<file path="src/rtl/rtr_flit_injector.sv">
// rtr_flit_injector: network-interface source stage for one router input port.
// Turns a local word stream into head/body/tail flits on a single router input channel and
// tracks per-VC downstream buffer credits returned by the router.
//
// Ports:
//   clk_i              clock
//   rst_ni             asynchronous active-low reset
//   router_address_i   this node's address, placed in the head flit as the source field
//   in_valid_i/in_ready_o/in_data_i/in_last_i   local word stream
//   in_vc_i, in_dest_i packet VC and destination, sampled on the first word only
//   channel_out_o      {valid, head, tail, one-hot VC, data}, registered
//   flow_ctrl_in_i     {credit valid, credit VC index}
//   error_o            sticky credit-overflow flag
//   idle_o             idle with every credit counter full
module rtr_flit_injector #(
   parameter  int unsigned NumVcs      = 2,
   parameter  int unsigned BufferDepth = 8,
   parameter  int unsigned DataWidth   = 64,
   parameter  int unsigned AddrWidth   = 4,
   localparam int unsigned VcW         = (NumVcs > 1) ? $clog2(NumVcs) : 1,
   localparam int unsigned ChW         = 3 + NumVcs + DataWidth,
   localparam int unsigned CntW        = $clog2(BufferDepth + 1)
) (
   input  logic                 clk_i,
   input  logic                 rst_ni,
   input  logic [AddrWidth-1:0] router_address_i,
   input  logic                 in_valid_i,
   output logic                 in_ready_o,
   input  logic [DataWidth-1:0] in_data_i,
   input  logic                 in_last_i,
   input  logic [VcW-1:0]       in_vc_i,
   input  logic [AddrWidth-1:0] in_dest_i,
   output logic [ChW-1:0]       channel_out_o,
   input  logic [VcW:0]         flow_ctrl_in_i,
   output logic                 error_o,
   output logic                 idle_o
);

   localparam int unsigned HeadPad = DataWidth - 2 * AddrWidth;

   typedef enum logic [1:0] {StIdle, StHead, StBody} state_e;

   state_e                 state_q;
   logic [VcW-1:0]         vc_q;
   logic [AddrWidth-1:0]   dest_q;
   logic [ChW-1:0]         chan_q;
   logic                   error_q, error_d;
   logic [CntW-1:0]        cnt_q [NumVcs];
   logic [CntW-1:0]        cnt_d [NumVcs];

   logic                   can_send;
   logic                   send_body;
   logic                   send;
   logic                   cred_valid;
   logic [VcW-1:0]         cred_vc;
   logic [NumVcs-1:0]      take;
   logic [NumVcs-1:0]      give;
   logic [NumVcs-1:0]      vc_field;
   logic [DataWidth-1:0]   head_data;
   logic                   all_full;

   assign can_send   = (cnt_q[vc_q] != '0);
   assign in_ready_o = (state_q == StBody) && can_send;
   assign send_body  = in_valid_i && in_ready_o;
   assign send       = ((state_q == StHead) && can_send) || send_body;
   assign cred_valid = flow_ctrl_in_i[VcW];
   assign cred_vc    = flow_ctrl_in_i[VcW-1:0];
   assign head_data  = {dest_q, router_address_i, {HeadPad{1'b0}}};

   // The VC field is numbered MSB-first on the channel, so VC 0 sits in the top bit.
   always_comb begin
      vc_field = '0;
      for (int v = 0; v < NumVcs; v++) begin
         vc_field[NumVcs-1-v] = (vc_q == VcW'(v));
      end
   end

   always_comb begin
      take = '0;
      give = '0;
      for (int v = 0; v < NumVcs; v++) begin
         take[v] = send && (vc_q == VcW'(v));
         give[v] = cred_valid && (cred_vc == VcW'(v));
      end
   end

   // A send and a credit on the same VC cancel; a lone credit at a full counter is an overflow.
   always_comb begin
      error_d  = error_q;
      all_full = 1'b1;
      for (int v = 0; v < NumVcs; v++) begin
         cnt_d[v] = cnt_q[v];
         if (take[v] && !give[v]) begin
            cnt_d[v] = cnt_q[v] - 1'b1;
         end else if (give[v] && !take[v]) begin
            if (cnt_q[v] == CntW'(BufferDepth)) begin
               error_d = 1'b1;
            end else begin
               cnt_d[v] = cnt_q[v] + 1'b1;
            end
         end
         if (cnt_q[v] != CntW'(BufferDepth)) begin
            all_full = 1'b0;
         end
      end
   end

   always_ff @(posedge clk_i or negedge rst_ni) begin
      if (!rst_ni) begin
         error_q <= 1'b0;
         for (int v = 0; v < NumVcs; v++) begin
            cnt_q[v] <= CntW'(BufferDepth);
         end
      end else begin
         error_q <= error_d;
         for (int v = 0; v < NumVcs; v++) begin
            cnt_q[v] <= cnt_d[v];
         end
      end
   end

   always_ff @(posedge clk_i or negedge rst_ni) begin
      if (!rst_ni) begin
         state_q <= StIdle;
         vc_q    <= '0;
         dest_q  <= '0;
         chan_q  <= '0;
      end else begin
         chan_q <= '0;
         unique case (state_q)
            StIdle: begin
               // The first word only seeds VC and destination; it is consumed in StBody.
               if (in_valid_i) begin
                  vc_q    <= in_vc_i;
                  dest_q  <= in_dest_i;
                  state_q <= StHead;
               end
            end
            StHead: begin
               if (can_send) begin
                  chan_q  <= {1'b1, 1'b1, 1'b0, vc_field, head_data};
                  state_q <= StBody;
               end
            end
            StBody: begin
               if (send_body) begin
                  chan_q <= {1'b1, 1'b0, in_last_i, vc_field, in_data_i};
                  if (in_last_i) begin
                     state_q <= StIdle;
                  end
               end
            end
            default: state_q <= StIdle;
         endcase
      end
   end

   assign channel_out_o = chan_q;
   assign error_o       = error_q;
   assign idle_o        = (state_q == StIdle) && all_full;

endmodule

</file>
<file path="config.mk">
export PLATFORM = sky130hd
export DESIGN_NAME = rtr_flit_injector
export DESIGN_NICKNAME = d
export VERILOG_FILES = /design/src/rtl/rtr_flit_injector.sv
export SDC_FILE = /design/constraint.sdc
export NUM_CORES = 1
export LEC_CHECK = 0
export ABC_CLOCK_PERIOD_IN_PS = 4400
export BUFFER_PORTS_ARGS = -buffer_cell sky130_fd_sc_hd__clkbuf_2
export CORE_MARGIN = 3
export CORE_UTILIZATION = 35
export CTS_CLUSTER_DIAMETER = 30
export DETAILED_ROUTE_END_ITERATION = 8
export MAX_ROUTING_LAYER = met4
export PLACE_DENSITY_LB_ADDON = 0.08
export SLEW_MARGIN = 20
export SYNTH_ARGS = -nofsm -noshare
export SYNTH_HDL_FRONTEND = slang
export SYNTH_SLANG_ARGS = --single-unit
</file>
<file path="constraint.sdc">
create_clock -name clk_i -period 4.4 [get_ports clk_i]
set_input_delay 1.32 -clock clk_i [delete_from_list [all_inputs] [get_ports clk_i]]
set_output_delay 1.32 -clock clk_i [all_outputs]
set_load 0.1 [all_outputs]
</file>
==> results of run 1 <==
==> stage by stage <==
stage	worst slack, ns	area, sq um	cells	hold WS [ns]
2_1_floorplan	1.28	3480	274	0.480
3_3_place_gp	0.822	4310	542	0.456
3_5_place_dp	0.759	4310	542	0.455
4_1_cts	0.858	4530	557	0.484
5_1_grt	0.761	4530	557	0.518
6_report	0.946	4530	557	0.470
==> kinds of logic (layout without fill, tap and decap cells) <==
logic type	Yosys count	after routing
and+or+nand+nor	111	111
adders and majority gates	11	11
xor gates and xnor gates	9	9
DFF	85	85
AOI/OAI and AO/OA	29	29
muxes	6	6
buffers and inverters	23	177
==> report_power, final <==
| group | switching, uW | internal (uW) | total (uW) |
|---|---|---|---|
| sequential | 109 | 944 | 1050 |
| combinational | 1040 | 360 | 1400 |
| clock | 278 | 323 | 601 |
==> synth_stat cells, drive strengths merged (2+ instances only) <==
cell	n
and3b	2
xnor2	4
a31oi	2
nand2	12
nor2	13
a22oi	8
o31ai	2
nand2b	2
mux2	6
ha	11
dfrtp	83
clkbuf	5
nor3	5
and3	4
nand3	2
nand3b	3
dfstp	2
o211ai	2
nor3b	2
a21oi	9
xor2	5
inv	12
nor4b	3
and2	58
o21ai	2
buf	6
==> cell type report <==
class / instances / area [sq um]
multi-input combinational: 166 / 1220
fill: 891 / 4930
sequential: 85 / 2130
inverter: 12 / 45.0
timing repair buffer: 150 / 757
clock buffer: 9 / 124
clock inverter: 6 / 96.3
tap: 129 / 161
==> path summary, 6_finish.rpt <==
check	start	endpoint	slack, ns	depth (start not counted)
max	cnt_q[5]	in_ready_o	0.95	4
min	error_o	error_o	0.47	2
max reg2reg	state_q[0]	cnt_q[2]	1.35	12
min reg2reg	error_o	error_o	0.47	2
max in group asynchronous	rst_ni	channel_out_o[25]	2.88	1
min in group asynchronous	rst_ni	channel_out_o[54]	0.99	1
==> worst max-delay path, delay by kind of cell, from the launching register on <==
kind	cells	cell delay [ns]
simple gates	3	0.97
flops	1	0.44
buf+inv	1	0.37
==> cells in the final DEF, fill, tap and decap left out, types with 3 or more instances in the layout <==
master / instances
a21oi_1: 9
a22oi_1: 8
and2_1: 21
and2_2: 7
and2_4: 30
and3_1: 3
clkbuf_2: 149
clkbuf_8: 9
dfrtp_1: 83
ha_1: 11
inv_1: 12
mux2_2: 6
nand2_1: 12
nand3b_1: 3
nor2_1: 13
nor3_1: 5
nor4b_1: 3
xnor2_1: 4
xor2_1: 5
==> sequential cells by signal, indices dropped and copies added, names as in the netlist <==
name,count
cnt_q,8
error_o,1
channel_out_o,69
vc_q,1
dest_q,4
state_q,2
==> per-layer routing <==
layer | GRT usage (%) | share of wire, % | up-vias | wire length (um)
li1 | - | - | 1199 | -
met1 | 16.3 | 40 | 1167 | 3020
met2 | 23.3 | 51 | 90 | 3820
met3 | 3.43 | 6.4 | 13 | 476
met4 | 6.75 | 2.0 | 0 | 153
met5 | - | 0 | - | 0
==> impl_summary.txt, run 1 <==
----------------------------------------------------
[Layout]
  Final Net Count ... 514
  Number of antenna diodes ... 0
  Growth of design area from synthesis to finish ... 30.3%
  Core Util, Final ... 47.9%
  Fraction of layout cells with a size suffix above 1 ... 50.0%

[Synthesis]
  Post-synth net total ... 364
  Post-synthesis share of cell area spent on and, or, nand and nor gates ... 21.3%
  Count of state elements after synthesis ... 85
  Async SR Flop Fraction ... 100%
  Cell type with the largest total area after synthesis ... dfrtp_1
  Synthesized area per cell ... 12.7 sq um
  Cells after Synth ... 274
  Largest family of logic cells by synthesized area ... simple AND/OR/NAND/NOR gates
  Mux cell area share after synthesis ... 1.94%
  Number of flops mapped to enable cells by yosys ... 0
  Most frequently used flop master after synthesis ... dfrtp_1
  Seq/Total Area, Yosys ... 61.2%
  Fraction of the mapped netlist area in compound gates ... 5.54%
  Synth warnings ... 0
  Xor and xnor area share after synthesis ... 2.27%
  Arithmetic-cell share of the synthesized area counting full adders, half adders and majority gates ... 3.96%
  Area of the mapped netlist ... 3480 sq um
  Largest cells by area after synthesis ... dfrtp_1, and2_4, ha_1
  Post-synth top area share ... 59.7%
  Number of unique standard cell types used by synthesis ... 41

[Floorplanning]
  # IOs ... 151
  Standard-cell rows ... 35
  Floorplan Core Area ... 9460 sq um
  Die height ... 106 um
  Area of the die ... 11200 sq um
  Width of the die ... 106 um
  Initial cell density of the core ... 36.8%

[Placed design]
  Number of input and output port buffers inserted ... 150
  Last weighted congestion value of the routability-driven placer ... 0.698
  Sum of net half-perimeters after detailed placement ... 5420 um

[Timing]
  Maximum clock frequency ... 0.289 GHz
  Total count of hold-check failures in the final report ... 0
  Transition at the pin with the smallest max-transition slack ... 0.749 ns
  Post-layout minimum cycle time ... 3.45 ns
  Final Slew Violations ... 0
  Final critical-path share of the clock period ... 78.5%
  Worst-case clock skew ... 0.00795 ns
  Max-slew headroom at the worst pin ... 50.0%
  Unrepaired setup endpoints after global routing ... false
  Final number of setup-violating endpoints ... 0
  Sum of negative setup slack ... 0 ns

[Clock tree]
  Post-CTS Hold Fix Bufs ... 0
  Number of sinks handled by clock tree synthesis ... 85
  Post-CTS setup-driven buffer insertion count ... 0
  Total clock buffers created by CTS ... 9
  Maximum clock path buffer count ... 2
  Clk_lat worst skew ... 0.35 ns
  CTS tree ... yes
  Number of gates resized after cts ... 0
  Root buffer cell ... clkbuf_8
  Clock transition time at the flip-flop clock pins of the worst setup and hold paths ... 0.08 ns
  CTS H-tree depth ... 3

[Critical path]
  Critical path class ... reg2out
  Crit Path Max Fanout ... 6
  Cell with the largest stage delay on the worst path ... or4_4
  CP endpoint kind ... output port
  Cells along the critical path ... or2_1 -> or4_4 -> and3_2 -> clkbuf_2
  Worst path arrival time ... 2.13 ns
  Largest stage delay on the critical path ... 0.46 ns
  Kind of launch point of the worst setup path ... flop
  Crit path required time ... 3.08 ns

[Power and ir drop]
  P_leak ... 0.00250 uW
  Max VDD drop ... 301 uV
  PwrDens ... 675 nW/um^2
  Power consumption ... 3060 uW

[Drt]
  Count of vias placed by the detailed router ... 2469
  Router iterations before antenna repair ... 4
  Total Routed Length ... 7470 um
  Number of antenna-violating nets in the routed design ... 0
  Mean routed wirelength per cell ... 13.4 um
  Via/cell ratio ... 4.43
  Number of DRC violations after detailed routing ... 0
  Iteration-0 DRC count of the detailed router ... 154

[Status]
  Outcome ... finished, final reports clean

[GRT]
  Global-route wire length before repair ... 12100 um
  Number of global-route vias before repair ... 2423
  Global-route total usage across every layer ... 14.1%
  Largest net degree at the start of global routing ... 86
  Number of antenna violations at the first check in global routing ... 0
  Sum of overflow across all layers after global routing ... 0

[Min path]
  Type of the most critical hold path ... reg2reg

[Flow run]
  # Max-Cap Violations ... 0

----------------------------------------------------
Power figures use the tool's default switching activity.
==> inputs of run 2 (changes only) <==
ABC_CLOCK_PERIOD_IN_PS = 3500   (was 4400)
clock period = 3.5 ns   (was 4.4 ns; I/O delays follow)
==> impl_summary.txt, run 2 (same netlist as run 1, synthesis figures left out) <==
----------------------------------------------------
[Critical path]
  Crit Path Max Fanout ... 6 (unchanged)
  Cells along the critical path ... or2_1 -> or4_4 -> and3_2 -> clkbuf_2
  Cells on worst reg2reg path ... 11 (-1)
  Crit path required time ... 2.45 ns (-0.63 ns)
  Capturing point of the worst reg2reg path ... cnt_q[2]
  Startpoint of the most critical register-to-register path ... state_q[1]
  Kind of launch point of the worst setup path ... flop
  CP endpoint kind ... output port
  Cell with the largest stage delay on the worst path ... or4_4
  CP Buf/Inv Count ... 1 (unchanged)
  Kind of cell with the highest combined delay on the critical path ... simple AND/OR/NAND/NOR gates
  Worst path arrival time ... 2.13 ns (about the same)
  Register-to-register setup slack ... 0.63 ns (-0.72 ns)
  Largest stage delay on the critical path ... 0.46 ns (about the same)
  Critical path class ... reg2out

[Layout]
  Final Net Count ... 517 (+0.58%)
  Top library cells by usage in the layout, fill and taps aside ... clkbuf_2, dfrtp_1, and2_4, and2_1, nor2_1
  Non-Filler Instances ... 561 (+0.72%)
  Core Util, Final ... 47.6% (-0.29 points)
  Most common cell after layout, fill and taps aside ... clkbuf_2
  Fraction of layout cells with a size suffix above 1 ... 50.2% (+0.23 points)
  Growth of design area from synthesis to finish ... 29.5%
  Largest register FFs ... 69 (unchanged)
  Number of antenna diodes ... 0 (unchanged)

[Floorplanning]
  Standard-cell rows ... 35 (unchanged)
  # IOs ... 151 (unchanged)
  Die height ... 106 um (unchanged)
  Area of the die ... 11200 sq um (unchanged)
  Initial cell density of the core ... 36.8% (unchanged)
  Width of the die ... 106 um (unchanged)
  Floorplan Core Area ... 9460 sq um (unchanged)

[Status]
  Outcome ... finished, final reports clean

[Clock tree]
  Root buffer cell ... clkbuf_8
  Number of sinks handled by clock tree synthesis ... 85 (unchanged)
  CTS H-tree depth ... 3 (unchanged)
  Total clock buffers created by CTS ... 9 (unchanged)
  Post-CTS Hold Fix Bufs ... 0 (unchanged)
  Clk_lat worst skew ... 0.35 ns (about the same)
  Clock transition time at the flip-flop clock pins of the worst setup and hold paths ... 0.08 ns (about the same)
  Maximum clock path buffer count ... 2 (unchanged)
  CTS tree ... yes
  Post-CTS setup-driven buffer insertion count ... 0 (unchanged)
  Number of gates resized after cts ... 0 (unchanged)

[Drt]
  M1 WL ... 3350 um (+11%)
  Iteration-0 DRC count of the detailed router ... 137 (-11%)
  Mean routed wirelength per cell ... 13.9 um (+3.9%)
  Routed length on met2 ... 3890 um (+1.8%)
  Total Routed Length ... 7820 um (+4.7%)
  Highest metal layer with signal wires ... met4
  DR WL met3 ... 489 um (+2.7%)
  Count of vias placed by the detailed router ... 2442 (-1.1%)
  Number of antenna-violating nets in the routed design ... 0 (unchanged)
  Number of DRC violations after detailed routing ... 0 (unchanged)
  Via/cell ratio ... 4.35 (-1.8%)
  Router iterations before antenna repair ... 4 (unchanged)

[GRT]
  Sum of overflow across all layers after global routing ... 0 (unchanged)
  Largest net degree at the start of global routing ... 58 (-33%)
  Global-route wire length before repair ... 12500 um (+3.5%)
  Number of global-route vias before repair ... 2432 (+0.37%)
  Global-route total usage across every layer ... 14.6% (+0.49 points)
  Number of antenna violations at the first check in global routing ... 0 (unchanged)

[Timing]
  Unrepaired setup endpoints after global routing ... false
  Post-layout minimum cycle time ... 3.18 ns
  Final critical-path share of the clock period ... 90.7%
  Sum of negative setup slack ... 0 ns (unchanged)
  Worst-case hold slack ... 0.495 ns (+0.0256 ns)
  Worst-case clock skew ... 0.0145 ns (+0.00651 ns)
  Final Slew Violations ... 0 (unchanged)
  Maximum clock frequency ... 0.315 GHz
  Transition at the pin with the smallest max-transition slack ... 0.668 ns (-0.0811 ns)
  Total count of hold-check failures in the final report ... 0 (unchanged)
  Final number of setup-violating endpoints ... 0 (unchanged)
  Max-slew headroom at the worst pin ... 55.4% (+5.4 points)

[Min path]
  Hold path startpoint ... error_o
  Number of cells on the worst hold path ... 2 (unchanged)
  Type of the most critical hold path ... reg2reg
  WHS Endpoint ... error_o

[Power and ir drop]
  PwrDens ... 828 nW/um^2 (+23%)
  P_leak ... 0.00249 uW (-0.43%)
  Power consumption ... 3730 uW (+22%)
  Max VDD drop ... 359 uV (+19%)

[Placed design]
  Instance count after placement with tap cells included ... 545 (+0.55%)
  Number of input and output port buffers inserted ... 150 (unchanged)
  Last weighted congestion value of the routability-driven placer ... 0.710 (+1.6%)
  Sum of net half-perimeters after detailed placement ... 5720 um (+5.7%)

[Flow run]
  # Max-Cap Violations ... 0 (unchanged)

----------------------------------------------------
[run 2: cell count changes in the layout (fill, tap and decap cells not counted)]
cell | previous run | this run
clkbuf_1 | 0 | 1
inv_8 | 1 | 0
bufinv_16 | 2 | 0
buf_6 | 1 | 0
buf_4 | 0 | 4
inv_6 | 1 | 2
clkinv_2 | 0 | 1
clkinvlp_4 | 1 | 2
[run 2: how the worst max path moves through the flow]
stage / start / end / depth (start not counted)
6_report: cnt_q[5] / in_ready_o / 4
5_1_grt: cnt_q[7] / idle_o / 3
4_1_cts: cnt_q[7] / idle_o / 3
3_5_place_dp: in_valid_i / cnt_q[2] / 11
3_3_place_gp: in_valid_i / cnt_q[6] / 11
2_1_floorplan: in_valid_i / cnt_q[2] / 11
[run 2: layout make-up]
type,instances,area [sq um]
fill,907,4950
sequential,85,2130
multi-input combinational,166,1220
timing repair buffer,153,776
tap,129,161
clock buffer,10,128
clock inverter,6,46.3
inverter,12,45.0
[run 2: worst min-delay path: cells and delay by family, from the launching register on]
family	cells	cell delay, ns
compound gates	1	0.05
flops	1	0.36
simple gates	1	0.06
[run 2: report_power, final]
group	total (uW)	internal [uW]	switching (uW)
clock network	630	263	366
registers	1330	1190	140
logic	1770	458	1320
[run 2: stage by stage]
step | instance area (sq um) | worst slack (ns)
after floorplan | 3480 | 0.646
after global placement | 4330 | 0.487
after detailed placement | 4330 | 0.373
after CTS | 4500 | 0.272
after global routing | 4500 | 0.199
final | 4500 | 0.324
[run 2: routing by layer]
layer  global-route usage, %  vias to the layer above
met5                       -                        -
met4                    5.92                        0
met3                    2.76                        7
met2                    23.5                       91
met1                    18.3                     1138
li1                        -                     1206
==> inputs of run 3 (changes only) <==
CORE_UTILIZATION = 47   (was 35)
==> impl_summary.txt, run 3 (same netlist as run 1, synthesis figures left out) <==
----------------------------------------------------
[Critical path]
  Crit Path Max Fanout ... 6 (unchanged)
  Worst path arrival time ... 2.11 ns (-0.02 ns)
  Kind of launch point of the worst setup path ... flop
  Kind of cell with the highest combined delay on the critical path ... simple AND/OR/NAND/NOR gates
  Critical path class ... reg2out
  Cell with the largest stage delay on the worst path ... or4_4
  Crit path required time ... 2.45 ns (about the same)
  Largest stage delay on the critical path ... 0.45 ns (about the same)
  CP Buf/Inv Count ... 1 (unchanged)
  Cells along the critical path ... or2_1 -> or4_4 -> and3_2 -> clkbuf_2
  CP endpoint kind ... output port

[Drt]
  Count of vias placed by the detailed router ... 2442 (unchanged)
  Number of antenna-violating nets in the routed design ... 0 (unchanged)
  Mean routed wirelength per cell ... 13.8 um (-0.71%)
  Router iterations before antenna repair ... 4 (unchanged)
  Iteration-0 DRC count of the detailed router ... 122 (-11%)
  Number of DRC violations after detailed routing ... 0 (unchanged)
  Via/cell ratio ... 4.63 (+6.5%)
  Total Routed Length ... 7290 um (-6.7%)

[Timing]
  Transition at the pin with the smallest max-transition slack ... 0.740 ns (+0.0717 ns)
  Sum of negative setup slack ... 0 ns (unchanged)
  Unrepaired setup endpoints after global routing ... false
  Max-slew headroom at the worst pin ... 50.7% (-4.8 points)
  Maximum clock frequency ... 0.316 GHz (+0.49%)
  Final Slew Violations ... 0 (unchanged)
  Final number of setup-violating endpoints ... 0 (unchanged)
  Post-layout minimum cycle time ... 3.16 ns (-0.0155 ns)
  Final critical-path share of the clock period ... 90.3% (-0.44 points)
  Worst-case hold slack ... 0.487 ns (-0.00794 ns)
  Total count of hold-check failures in the final report ... 0 (unchanged)
  Worst-case clock skew ... 0.0130 ns (-0.00151 ns)

[Power and ir drop]
  Max VDD drop ... 453 uV (+26%)
  Power Internal ... 2000 uW (+4.9%)
  Switching power share of the total ... 47.5% (-1.4 points)
  Seq pwr share ... 34.7% (-0.9 points)
  Proportion of power drawn by combinational gates ... 46.8% (-0.8 points)
  PwrDens ... 848 nW/um^2 (+2.4%)
  Switching power ... 1810 uW (-0.78%)
  Clock share of power ... 18.5% (+1.6 points)
  P_leak ... 0.00249 uW (+0.34%)

[Layout]
  Core Util, Final ... 64.4% (+17 points)
  Final Net Count ... 516 (-0.19%)
  Final design area excluding fillers ... 4490 sq um (-0.25%)
  Top library cells by usage in the layout, fill and taps aside ... clkbuf_2, dfrtp_1, and2_4, and2_1, nor2_1
  Growth of design area from synthesis to finish ... 29.2%
  Number of antenna diodes ... 0 (unchanged)
  Fraction of layout cells with a size suffix above 1 ... 50.3% (+0.12 points)
  # fillers ... 584 (-36%)
  Largest register FFs ... 69 (unchanged)
  Most common cell after layout, fill and taps aside ... clkbuf_2

[Clock tree]
  Post-CTS setup-driven buffer insertion count ... 0 (unchanged)
  Number of sinks handled by clock tree synthesis ... 85 (unchanged)
  CTS H-tree depth ... 3 (unchanged)
  Clk_lat worst skew ... 0.35 ns (about the same)
  Maximum clock path buffer count ... 2 (unchanged)
  Number of gates resized after cts ... 0 (unchanged)
  Total clock buffers created by CTS ... 9 (unchanged)
  Clock transition time at the flip-flop clock pins of the worst setup and hold paths ... 0.08 ns (about the same)
  Post-CTS Hold Fix Bufs ... 0 (unchanged)
  CTS tree ... yes
  Root buffer cell ... clkbuf_8

[Placed design]
  Placement-stage cell area ... 4280 sq um (-1.1%)
  Number of input and output port buffers inserted ... 150 (unchanged)
  Last weighted congestion value of the routability-driven placer ... 0.810 (+14%)
  Sum of net half-perimeters after detailed placement ... 5370 um (-6.1%)

[Floorplanning]
  Area of the die ... 8470 sq um (-24%)
  Initial cell density of the core ... 49.8% (+13 points)
  Width of the die ... 92.0 um (-13%)
  Die height ... 92.0 um (-13%)
  Floorplan Core Area ... 6980 sq um (-26%)
  # IOs ... 151 (unchanged)
  Standard-cell rows ... 30 (-14%)

[GRT]
  Global-route wire length before repair ... 11600 um (-7.3%)
  Number of global-route vias before repair ... 2431 (-0.041%)
  Number of antenna violations at the first check in global routing ... 0 (unchanged)
  Sum of overflow across all layers after global routing ... 0 (unchanged)
  Global-route total usage across every layer ... 18.2% (+3.6 points)
  Largest net degree at the start of global routing ... 86 (+48%)

[Flow run]
  # Max-Cap Violations ... 0 (unchanged)

[Min path]
  Type of the most critical hold path ... reg2reg

[Status]
  Outcome ... finished, final reports clean

----------------------------------------------------
-- run 3: final timing paths --
path                       startpoint  slack (ns)                end  cells past startpoint
setup / recovery             cnt_q[5]        0.34         in_ready_o                      4
hold / removal                error_o        0.49            error_o                      2
setup reg to reg           state_q[0]        0.74           cnt_q[7]                     10
hold reg to reg               error_o        0.49            error_o                      2
max in group asynchronous      rst_ni        2.26  channel_out_o[19]                      1
min in group asynchronous      rst_ni        0.74  channel_out_o[50]                      1
-- run 3: final cells by class --
class	instances	area, sq um	area share, %
Clock inverter	6	70.1	1.56
Timing Repair Buffer	152	772	17.2
Sequential cell	85	2130	47.4
Multi-Input combinational cell	166	1220	27.1
Inverter	12	45.0	1.00
Clock buffer	10	138	3.06
Tap cell	96	120	2.67
-- run 3: power groups by stage --
stage / sequential [uW] / combinational (uW) / clock [uW]
2_1_floorplan: 2080 / 719 / 0
3_3_place_gp: 1340 / 1770 / 0
6_report: 1320 / 1780 / 705
4_1_cts: 1320 / 1800 / 725
3_5_place_dp: 1340 / 1790 / 0
5_1_grt: 1360 / 1910 / 766
-- run 3: stage by stage --
step / cells / power, uW / setup slack, ns
6_report: 527 / 3810 / 0.340
5_1_grt: 527 / 4030 / 0.244
3_5_place_dp: 511 / 3140 / 0.401
3_3_place_gp: 511 / 3110 / 0.504
4_1_cts: 527 / 3840 / 0.315
2_1_floorplan: 274 / 2800 / 0.646
-- run 3: worst register-to-register path, cell delays in order, from the launching register on --
cell	delay [ns]
dfrtp_1	0.41
inv_1	0.10
ha_1	0.33
and2_1	0.21
nor2_1	0.10
nor3_1	0.36
ha_1	0.36
and3b_2	0.24
and3_1	0.18
o31ai_1	0.27
xnor2_1	0.15
-- run 3: metal layers --
metal  share of wire, %  global-route usage, %
met1                 42                   21.5
met5                  0                      -
met4                2.5                   8.91
met2                 50                   29.7
met3                5.7                   3.94
